$ cat config.mk
export PLATFORM = sky130hd
export DESIGN_NAME = cpu_data_source
export DESIGN_NICKNAME = d
export VERILOG_FILES = /design/src/rtl/cpu_ms_pkg.sv /design/src/rtl/lfsr16.sv /design/src/rtl/cpu_data_source.sv
export SDC_FILE = /design/constraint.sdc
export NUM_CORES = 1
export LEC_CHECK = 0
export ABC_AREA = 0
export BUFFER_PORTS_ARGS = -buffer_cell sky130_fd_sc_hd__buf_2
export CORE_UTILIZATION = 50
export DETAILED_ROUTE_END_ITERATION = 10
export PLACE_DENSITY = 0.71
export REMOVE_ABC_BUFFERS = 1
export SLEW_MARGIN = 10
export SYNTH_ARGS = -nofsm -noshare
export SYNTH_HDL_FRONTEND = slang
export SYNTH_HIERARCHICAL = 1
export SYNTH_SLANG_ARGS = --single-unit
$ cat constraint.sdc
create_clock -name clk -period 3.57 [get_ports clk]
set_input_delay 0.357 -clock clk [delete_from_list [all_inputs] [get_ports clk]]
set_output_delay 0.357 -clock clk [all_outputs]
set_load 0.01 [all_outputs]
$ cat src/rtl/cpu_ms_pkg.sv
// Shared types and constants for the per-CPU data source of the multisim example.
// Latency: n/a (declarations only).
// Backpressure: n/a.
package cpu_ms_pkg;

    localparam int          DATA_W    = 64;
    localparam int          IDX_W     = 32;
    localparam logic [15:0] LFSR_SEED = 16'hACE1;

    typedef enum logic [2:0] {
        IDLE,
        LOAD,
        SEND,
        GAP,
        DONE
    } state_t;

    // A Fibonacci LFSR locks up at zero, so a zero seed is replaced by 1.
    function automatic logic [15:0] lfsr_seed(input logic [15:0] idx_lo);
        logic [15:0] s;
        s = idx_lo ^ LFSR_SEED;
        return (s == 16'h0000) ? 16'h0001 : s;
    endfunction

endpackage

$ cat src/rtl/lfsr16.sv
// 16-bit Fibonacci LFSR (x^16+x^14+x^13+x^11+1), right-shifting, feedback into bit 15.
// Latency: value reflects an advance one cycle after it is requested.
// Backpressure: holds its value whenever advance is low.
module lfsr16 (
    input  logic        clk,
    input  logic        rst_n,
    input  logic [15:0] seed,
    input  logic        advance,
    output logic [15:0] value
);

    logic [15:0] r_lfsr;
    logic        w_fb;

    // Taps 16,14,13,11 land on bits 0,2,3,5 in the right-shift form.
    assign w_fb  = r_lfsr[0] ^ r_lfsr[2] ^ r_lfsr[3] ^ r_lfsr[5];
    assign value = r_lfsr;

    // Load the seed in reset, step once per advance request.
    always_ff @(posedge clk) begin
        if (!rst_n) begin
            r_lfsr <= seed;
        end else if (advance) begin
            r_lfsr <= {w_fb, r_lfsr[15:1]};
        end
    end

endmodule

$ cat src/rtl/cpu_data_source.sv
// Emits NB_TRANSACTIONS words {cpu_index, cnt} on a valid/ready stream with optional LFSR idle gaps.
// Latency: first word valid 2 cycles after reset release; back-to-back words one per cycle.
// Backpressure: data_rdy low stalls with data_vld/data held; counter and LFSR freeze.
module cpu_data_source
    import cpu_ms_pkg::*;
#(
    parameter int unsigned NB_TRANSACTIONS = 1000,
    parameter bit          GAP_EN          = 1'b1,
    parameter int unsigned MAX_GAP_LOG2    = 3
) (
    input  logic              clk,
    input  logic              rst_n,
    input  logic [IDX_W-1:0]  cpu_index,
    input  logic              data_rdy,
    output logic              data_vld,
    output logic [DATA_W-1:0] data,
    output logic              transactions_done
);

    localparam logic [31:0]             NB_LAST = NB_TRANSACTIONS;
    localparam logic [MAX_GAP_LOG2-1:0] GAP_ONE = MAX_GAP_LOG2'(1);

    state_t                  r_state,   w_state_nxt;
    logic [31:0]             r_cnt,     w_cnt_nxt;
    logic [MAX_GAP_LOG2-1:0] r_gap_cnt, w_gap_cnt_nxt;
    logic                    r_vld,     w_vld_nxt;
    logic [DATA_W-1:0]       r_data,    w_data_nxt;
    logic                    r_done,    w_done_nxt;

    logic                    w_xfer;
    logic [31:0]             w_cnt_inc;
    logic                    w_last;
    logic [15:0]             w_seed;
    logic [15:0]             w_lfsr;
    logic [MAX_GAP_LOG2-1:0] w_gap;
    logic                    w_unused_lfsr;

    assign w_xfer        = r_vld && data_rdy;
    assign w_cnt_inc     = r_cnt + 32'd1;
    assign w_last        = (w_cnt_inc == NB_LAST);
    assign w_seed        = lfsr_seed(cpu_index[15:0]);
    assign w_gap         = w_lfsr[MAX_GAP_LOG2-1:0];
    assign w_unused_lfsr = ^w_lfsr[15:MAX_GAP_LOG2];

    // Gap source steps once per accepted word; the gap uses the pre-step value.
    lfsr16 u_lfsr (
        .clk     (clk),
        .rst_n   (rst_n),
        .seed    (w_seed),
        .advance (w_xfer),
        .value   (w_lfsr)
    );

    // Next-state and next registered-output values.
    always_comb begin
        w_state_nxt   = r_state;
        w_cnt_nxt     = r_cnt;
        w_gap_cnt_nxt = r_gap_cnt;
        w_vld_nxt     = r_vld;
        w_data_nxt    = r_data;
        w_done_nxt    = r_done;
        case (r_state)
            IDLE: begin
                w_state_nxt = LOAD;
            end
            LOAD: begin
                w_vld_nxt   = 1'b1;
                w_data_nxt  = {cpu_index, r_cnt};
                w_state_nxt = SEND;
            end
            SEND: begin
                if (w_xfer) begin
                    w_cnt_nxt = w_cnt_inc;
                    if (w_last) begin
                        w_vld_nxt   = 1'b0;
                        w_done_nxt  = 1'b1;
                        w_state_nxt = DONE;
                    end else if (GAP_EN && (w_gap != '0)) begin
                        // The LOAD cycle is itself idle, so GAP only covers g-1 cycles.
                        w_vld_nxt     = 1'b0;
                        w_gap_cnt_nxt = w_gap - GAP_ONE;
                        w_state_nxt   = (w_gap == GAP_ONE) ? LOAD : GAP;
                    end else begin
                        w_data_nxt = {cpu_index, w_cnt_inc};
                    end
                end
            end
            GAP: begin
                w_gap_cnt_nxt = r_gap_cnt - GAP_ONE;
                if (r_gap_cnt == GAP_ONE) begin
                    w_state_nxt = LOAD;
                end
            end
            DONE: begin
                w_vld_nxt  = 1'b0;
                w_done_nxt = 1'b1;
            end
            default: begin
                w_state_nxt = IDLE;
            end
        endcase
    end

    // State and registered outputs; reset drops any in-flight word.
    always_ff @(posedge clk) begin
        if (!rst_n) begin
            r_state   <= IDLE;
            r_cnt     <= '0;
            r_gap_cnt <= '0;
            r_vld     <= 1'b0;
            r_data    <= '0;
            r_done    <= 1'b0;
        end else begin
            r_state   <= w_state_nxt;
            r_cnt     <= w_cnt_nxt;
            r_gap_cnt <= w_gap_cnt_nxt;
            r_vld     <= w_vld_nxt;
            r_data    <= w_data_nxt;
            r_done    <= w_done_nxt;
        end
    end

    assign data_vld          = r_vld;
    assign data              = r_data;
    assign transactions_done = r_done;

endmodule

Word level (Yosys, flattened, before mapping)
Cells that the tools add are included.
Widths: inputs -> output; s select.
Word-level totals
  flip-flop bits (word level): 120
  input port bits: 35
  output and inout bits: 66
  word-level logic and storage cells: 68
Cells by class
  $add $sub $neg: 3
  equal/unequal tests: 15
  multiplexer cells: 24
  bitwise gates (word level): 5
  reductions and logical operators: 14
Operator list (number)
  $mux 64: 3
  $pmux 64 s2: 1
  $mux 16: 3
  $add 32x1->32 const B: 1
  $eq 32x10->1 const B: 1
  $mux 3: 7
  $logic_not 16->1: 1
  $pmux 3 s5: 1
  $reduce_and 4->1: 3
  $ne 2x2->1 const B: 5
  $eq 3x1->1 const B: 3
  $not 8->8: 1
  $eq 3x2->1 const B: 2
  $pmux 3 s2: 1
  $reduce_and 3->1: 2
  $reduce_bool 2->1: 3
  $reduce_bool 3->1: 2
  $sub 3x1->3 const B: 2
  $mux 1: 5
  $ne 2x1->1 const B: 2
  $eq 3x3->1 const B: 1
  $logic_not 3->1: 1
  $ne 3x3->1 const B: 1
  $pmux 1 s3: 1
  6 further kinds: 8

Longest topological paths before layout
Gate-level depths: netlist (run 1).
  depth in word-level cells: 6
  gate-level depth with buffers: 12
  depth with buffers taken out: 9

By module
The synthesis (run 1) kept the hierarchy.
By module, submodules not included
  cpu_data_source: instances 1, cells an instance 718, area an instance 5899.4 um^2, seq. area each 2082.0 um^2
  lfsr16: instances 1, cells an instance 39, area an instance 748.2 um^2, seq. area each 480.5 um^2

Least setup slack after synthesis (run 1)
Ideal clock, no wire load.
  path kind: register -> register
  from: register r_cnt[1]
  to: register r_data[10] (netlist: data[10])
  library setup time: 0.146 ns
  data arrival time: 2.793 ns
  data required time: 3.424 ns
  setup slack: 0.631 ns
  cell stages (with the launch flop): 12
  path buffers: 2
  clock period less this slack: 2.939 ns
  cell sequence: dfxtp_1 > ha_1 > nand3_1 > or4_1 > buf_2 > o31ai_4 > nand4_2 > nor4_4 > a31oi_4 > buf_2 > nor3_1 > a211oi_2
Between the ends
  longest elaborated chain between the ends: 5
  elaborated cells between the ends (all ways): 8
  those cells by class: 1 x add/sub; 2 x eq/ne; 4 x mux; 1 x reduce/logical
Ends and longest elaborated chain
  start: declaration: line cpu_data_source.sv:24  | logic [31:0] r_cnt, w_cnt_nxt;
  start signal: assignment: line cpu_data_source.sv:115  | r_cnt <= w_cnt_nxt;
  $add 32x1->32 *: line cpu_data_source.sv:39  | assign w_cnt_inc = r_cnt + 32'd1;
  branches (longest 4 deep; another with $eq 32x10->1)
  end signal: assignment: line cpu_data_source.sv:118  | r_data <= w_data_nxt;
  end: declaration: line cpu_data_source.sv:27  | logic [DATA_W-1:0] r_data, w_data_nxt;
Every way passes the cells marked *. The select of a mux whose other input is x is not followed.
A chain may end at the register's enable or synchronous reset.

Final worst setup path (run 1)
  from: register r_cnt[2]
  to: register r_data[1] (netlist: data[1])
Between the ends
  longest elaborated chain between the ends: 4
Ends and longest elaborated chain
  $add 32x1->32: line cpu_data_source.sv:39
  $eq 32x10->1: line cpu_data_source.sv:40  | assign w_last = (w_cnt_inc == NB_LAST);
  $ne 2x2->1 (no line)
  $reduce_and 4->1 (no line)
Every way passes these cells.

==> key figures, run 1 <==
Setup path
  – RR Endpoint: data[1]
  – Crit-path max FO: 30
  – Reg2reg path depth: 8
  – Top delay family on crit path: compound AO/OA/AOI/OAI gates
  – CP required: 3.88 ns
  – Origin of the critical flop-to-flop path: r_cnt[2]
  – Crit path largest cell delay: 0.70 ns
  – Slowest stage cell on the critical path: or4_1
  – Buffers & Inverters on Critical Path: 0
  – Crit path cell chain: nand4_2 -> or4_1 -> o31a_1 -> a211oi_2 -> o211a_1 -> a31o_1 -> nand2_4 -> a311oi_2
  – Startpoint Class: register
  – CP endpoint kind: register
  – Arrival @ worst endpoint: 3.69 ns
  – CP Class: reg -> reg
  – R2r setup slk: 0.19 ns

Timing
  – Setup violations, final: 0
  – Final WS setup: 0.1896 ns
  – Final max-slew violation count: 0
  – FMAX: 295.8 MHz
  – Worst-Margin Slew: 0.8505 ns
  – Tmin final: 3.380 ns
  – Clock Skews: 0.01472 ns
  – Hold Fails Final Rpt: 0
  – Worst slew margin: 43.30%
  – Final Cycle Share: 94.69%
  – RSZ-0062 raised after global routing: no

Synth
  – Mapped Area: 6648 um2
  – Seq cells post-synth: 120
  – Syn Inst Count: 757
  – Area leader, netlist: dfxtp_1
  – Top_reg_cell synth: dfxtp_1
  – Count of cell types in the netlist: 72
  – Async set-or-reset flop fraction in the synthesized netlist: 0%
  – YS warnings: 6
  – Post-synth EDFFs: 16
  – Syn_area_per_cell: 8.782 um2
  – Seq/Total Area, Yosys: 38.55%
  – Yosys top cell area share: 31.32%
  – Synth area leaders: dfxtp_1, edfxtp_1, a211oi_2, xor2_1, nor3_1

Die
  – IO Pins: 101
  – Core Area: 12770 um2
  – Row count: 41
  – Initial core utilization: 52.04%
  – Die width: 117.3 um
  – Die Ht: 117.3 um
  – Die Area: 13760 um2

Routing
  – ANT nets after route: 0
  – Via density: 5.836
  – # DRC: 0
  – Via Count: 5830
  – TritonRoute pass-1 iters: 5
  – WL final: 16.50 mm
  – WL/cell: 16.51 um
  – Number of DRC markers in iteration 0: 491

Final layout
  – Diodes inserted: 0
  – Layout Area Growth over Synthesis: 16.54%
  – # nets final: 856
  – Layout cells sized above 1: 26.00%
  – Commonest non-fill, non-tap cell in the layout: dfxtp_1
  – Post-Route Utilization: 60.65%
  – Fin cells: 999
  – Most frequent cells in the layout: dfxtp_1, buf_2, nor2_1

Clocking
  – CTS tree: done
  – Clock Tree Buf Depth: 2
  – Root Buffer: clkbuf_16
  – CTS Sinks: 120
  – Htree depth: 4
  – Inserted Clock Buffers: 17
  – Clock-pin slew on the worst setup and hold paths: 0.05 ns
  – Post-CTS setup buffers: 0
  – Clock Latency Late Sink: 0.42 ns

GRT
  – Largest net degree at the start of global routing: 65
  – GRT Total Usage: 24.50%
  – First-pass GRT wire length: 27.79 mm
  – Vias in the first global route: 5680
  – Initial antenna violation count: 0
  – Global route overflow: 0

Place
  – PortBufs: 100
  – Dpl cells: 967
  – Final Wtd Congestion: 0.8691
  – Pre-CTS WS: 0.1183 ns
  – DP Wirelength: 11.04 mm

Hold path
  – Cell depth of the worst hold path: 3
  – Hold EP: data[49]
  – HP Class: in -> reg
  – Hold Path Origin: cpu_index[17]

Power and ir drop
  – Worst vdd ir: 0.4229 mV
  – Leakage power: 2.923 nW
  – Cell Pwr Density: 533.5 nW/um2

Run
  – Max-Cap Viols: 0

Status
  – Status: completed
-- layer usage --
| metal | global-route usage [%] | wire [um] |
|---|---|---|
| met5 | 0 | 0 |
| met1 | 31.21 | 7240 |
| met3 | 5.058 | 912 |
| met4 | 8.766 | 229 |
| met2 | 40.83 | 8113 |
-- cells in the mapped netlist, types with 4 or more instances --
| cell | number |
|---|---|
| xor2_1 | 40 |
| buf_4 | 5 |
| edfxtp_1 | 16 |
| nand2b_1 | 4 |
| mux2_4 | 7 |
| buf_2 | 22 |
| ha_1 | 7 |
| a21oi_1 | 49 |
| nor3_1 | 57 |
| clkbuf_1 | 45 |
| nand3_1 | 48 |
| nor2_1 | 57 |
| dfxtp_1 | 104 |
| or4_1 | 7 |
| a211oi_2 | 30 |
| and3_1 | 7 |
| nand4_1 | 17 |
| xnor2_1 | 28 |
| buf_6 | 6 |
| mux2_2 | 8 |
| o21ai_0 | 45 |
| nand2_1 | 49 |
| or3_1 | 9 |
| nor4_1 | 7 |
| inv_1 | 16 |
-- repair_timing --
action | CTS | global route
hold endpoints to repair | 0 | 0
hold buffers | 0 | 0
gates resized for setup | 0 | 3
setup endpoints to repair | 0 | 65
-- area by class of cell --
| cell class | count | area [um2] |
|---|---|---|
| clock buffers | 20 | 436.7 |
| clock inverters | 12 | 176.4 |
| fillers | 1086 | 5026 |
| inverters | 17 | 65.06 |
| multi-input cells | 540 | 3627 |
| flip-flops and latches | 120 | 2562 |
| well taps | 172 | 215.2 |
| repair buffers | 118 | 664.4 |
-- flip-flops by register name, summed over array words and instances, names as in the netlist --
register / count
transactions_done: 1
r_state: 3
r_cnt: 32
data: 64
r_gap_cnt: 3
data_vld: 1
u_lfsr/value: 16
-- where the power goes --
part | switching, mW | total [mW] | internal, mW
clock | 0.610 | 1.77 | 1.17
combinational | 0.454 | 0.746 | 0.292
sequential | 0.0895 | 1.61 | 1.52
-- tightest hold or removal path, stage by stage --
cell,delay (ns)
buf_2,0.09
o21ai_0,0.06
a21oi_1,0.06
-- worst max path at each step --
stage	startpoint	end	slack, ns	cells past startpoint
2_1_floorplan	r_state[0]	data[1]	-0.42	4
3_3_place_gp	r_cnt[11]	data[1]	0.36	8
3_5_place_dp	r_cnt[11]	data[36]	0.12	9
4_1_cts	r_cnt[11]	data[36]	0.08	9
5_1_grt	r_cnt[11]	data[1]	0.001	8
6_report	r_cnt[2]	data[1]	0.19	8
-- kinds of logic (layout without fill, tap and decap cells) --
kind of cell,after synthesis,count (layout),synth area share (%)
AND/OR/NAND/NOR,292,292,23.60
AO/OA/AOI/OAI,157,157,17.39
flip-flops,120,120,38.55
buffers and inverters,97,167,7.096
XOR/XNOR,68,68,8.959
multiplexers,16,16,3.087
adder cells (fa/ha/maj),7,7,1.317
-- through the flow --
stage                     setup TNS [ns]  hold slack, ns  cell area (um2)  total power [mW]
after floorplan                   -23.61          0.4681             6240             2.102
after global placement                 0          0.4543             7122             2.354
after detailed placement               0          0.4563             7122             2.381
after CTS                              0          0.1927             7735             4.156
after global routing                   0          0.2015             7747             4.315
final                                  0          0.2067             7747             4.133
Note: power is estimated with default switching activity, not from simulation.
==> run 2: changes to the inputs <==
--- a/config.mk
+++ b/config.mk
@@ -10,6 +10,7 @@
 export CORE_UTILIZATION = 50
 export DETAILED_ROUTE_END_ITERATION = 10
 export PLACE_DENSITY = 0.71
+export RECOVER_POWER = 100
 export REMOVE_ABC_BUFFERS = 1
 export SLEW_MARGIN = 10
 export SYNTH_ARGS = -nofsm -noshare
==> run 2 against run 1 <==
Flip-flop and latch count stayed put. Utilization down 2.1 points. Global-route usage is the same. Critical path depth rose by 1. Wire length shrank 0.21%. Highest routed layer unchanged.
==> key figures, run 2 (same netlist as run 1, synthesis figures left out) <==
Status
  – Status: completed

Clocking
  – Clock Tree Buf Depth: 2
  – CTS Hold Buffers Added: 0
  – Root Buffer: clkbuf_16
  – Clock-pin slew on the worst setup and hold paths: 0.06 ns
  – Inserted Clock Buffers: 17
  – Clock Latency Late Sink: 0.42 ns
  – CTS Sinks: 120
  – CTS tree: done
  – Post-CTS setup buffers: 0
  – CTS resizes: 0
  – Htree depth: 4

GRT
  – Initial antenna violation count: 0
  – Global route overflow: 0
  – Vias in the first global route: 5680
  – Largest net degree at the start of global routing: 65
  – GRT Total Usage: 24.50%
  – First-pass GRT wire length: 27.79 mm

Timing
  – Tmin final: 3.340 ns
  – Setup violations, final: 0
  – Final Cycle Share: 93.55%
  – FMAX: 299.4 MHz
  – Clock Skews: 0.009865 ns
  – Worst slew margin: 18.87%
  – RSZ-0062 raised after global routing: no
  – Hold Fails Final Rpt: 0
  – Final max-slew violation count: 0
  – Worst-Margin Slew: 1.217 ns

Power and ir drop
  – Pint: 2.918 mW
  – Switching share of power: 27.79%
  – Worst vdd ir: 0.4146 mV
  – Sequential power share: 40.0%
  – Cell Pwr Density: 540.2 nW/um2
  – Comb pwr share: 16.1%
  – Leakage power: 2.587 nW
  – Clock Power Share: 43.9%
  – Net Sw Power: 1.123 mW

Final layout
  – Diodes inserted: 0
  – Most frequent cells in the layout: dfxtp_1, clkbuf_1, nor2_1
  – Max reg flops: 64
  – Commonest non-fill, non-tap cell in the layout: dfxtp_1
  – Fin cells: 999
  – Layout cells sized above 1: 13.18%
  – # nets final: 856
  – Finished Cell Area: 7481 um2
  – Layout Area Growth over Synthesis: 12.54%

Setup path
  – Crit path largest cell delay: 0.70 ns
  – CP required: 3.89 ns
  – R2r setup slk: 0.23 ns
  – CP endpoint kind: register
  – Buffers & Inverters on Critical Path: 1
  – Crit-path max FO: 34
  – Startpoint Class: register
  – Arrival @ worst endpoint: 3.66 ns
  – Crit path cell chain: nand4_2 -> or4_1 -> o31a_1 -> a211oi_2 -> o211a_1 -> a31o_1 -> buf_6 -> nand3_1 -> a21oi_1
  – Slowest stage cell on the critical path: or4_1
  – Top delay family on crit path: compound AO/OA/AOI/OAI gates
  – CP Class: reg -> reg

Run
  – Max-Cap Viols: 0

Place
  – Final Wtd Congestion: 0.8691
  – DP Wirelength: 11.04 mm
  – Dpl cells: 967
  – Placed inst area: 7122 um2
  – PortBufs: 100

Die
  – Die width: 117.3 um
  – IO Pins: 101
  – Initial core utilization: 52.04%
  – Row count: 41
  – Core Area: 12770 um2
  – Die Ht: 117.3 um
  – Die Area: 13760 um2

Routing
  – WL/cell: 16.48 um
  – # DRC: 0
  – Via Count: 5838
  – TritonRoute pass-1 iters: 5
  – Via density: 5.844
  – WL final: 16.46 mm
  – Number of DRC markers in iteration 0: 538
  – ANT nets after route: 0

Hold path
  – HP Class: in -> reg
## run 2: changes by cell type in the layout (fill, tap and decap cells not counted), sizes merged
cell	change
clkbuf	+71
buf	-71
## run 2: cell type report
cell class / count / area [um2]
Sequential cell: 120 / 2562
Timing Repair Buffer: 118 / 565.5
Clock buffer: 20 / 436.7
Tap cell: 172 / 215.2
Clock inverter: 12 / 176.4
Fill cell: 1180 / 5293
Inverter: 17 / 65.06
Multi-Input combinational cell: 540 / 3460
## run 2: path summary, 6_finish.rpt
path                            cells after the start        to          start
worst max-delay path                                9  data[36]       r_cnt[2]
worst min-delay path                                3  data[61]  cpu_index[29]
worst max register to register                      9  data[36]       r_cnt[2]
worst min register to register                      2  data[44]       data[44]
## run 2: worst min-delay path, stage by stage
cell,delay (ns)
buf_2,0.09
o21ai_0,0.06
a21oi_1,0.06
## run 2: layer usage
| metal | global-route usage, % | vias to the layer above | routed length [um] |
|---|---|---|---|
| met5 | 0 | - | 0 |
| met4 | 8.766 | 0 | 239 |
| li1 | - | 2815 | - |
| met3 | 5.058 | 29 | 829 |
| met2 | 40.83 | 195 | 8070 |
| met1 | 31.21 | 2799 | 7322 |
## run 2: power groups by stage
stage / combinational (mW) / clock, mW / sequential [mW]
5_1_grt: 0.719 / 1.87 / 1.64
3_3_place_gp: 0.722 / 0 / 1.63
2_1_floorplan: 0.422 / 0 / 1.68
3_5_place_dp: 0.744 / 0 / 1.64
4_1_cts: 0.748 / 1.80 / 1.61
6_report: 0.651 / 1.77 / 1.62
## run 2: stage by stage
stage	setup TNS, ns	setup slack [ns]	total power, mW	hold slack, ns	util [%]
2_1_floorplan	-23.61	-0.4192	2.102	0.4681	-
3_3_place_gp	0	0.3603	2.354	0.4543	55.75
3_5_place_dp	0	0.1183	2.381	0.4563	55.75
4_1_cts	0	0.08472	4.156	0.1927	60.55
5_1_grt	0	0.02147	4.222	0.2015	58.57
6_report	0	0.2302	4.042	0.2056	58.57
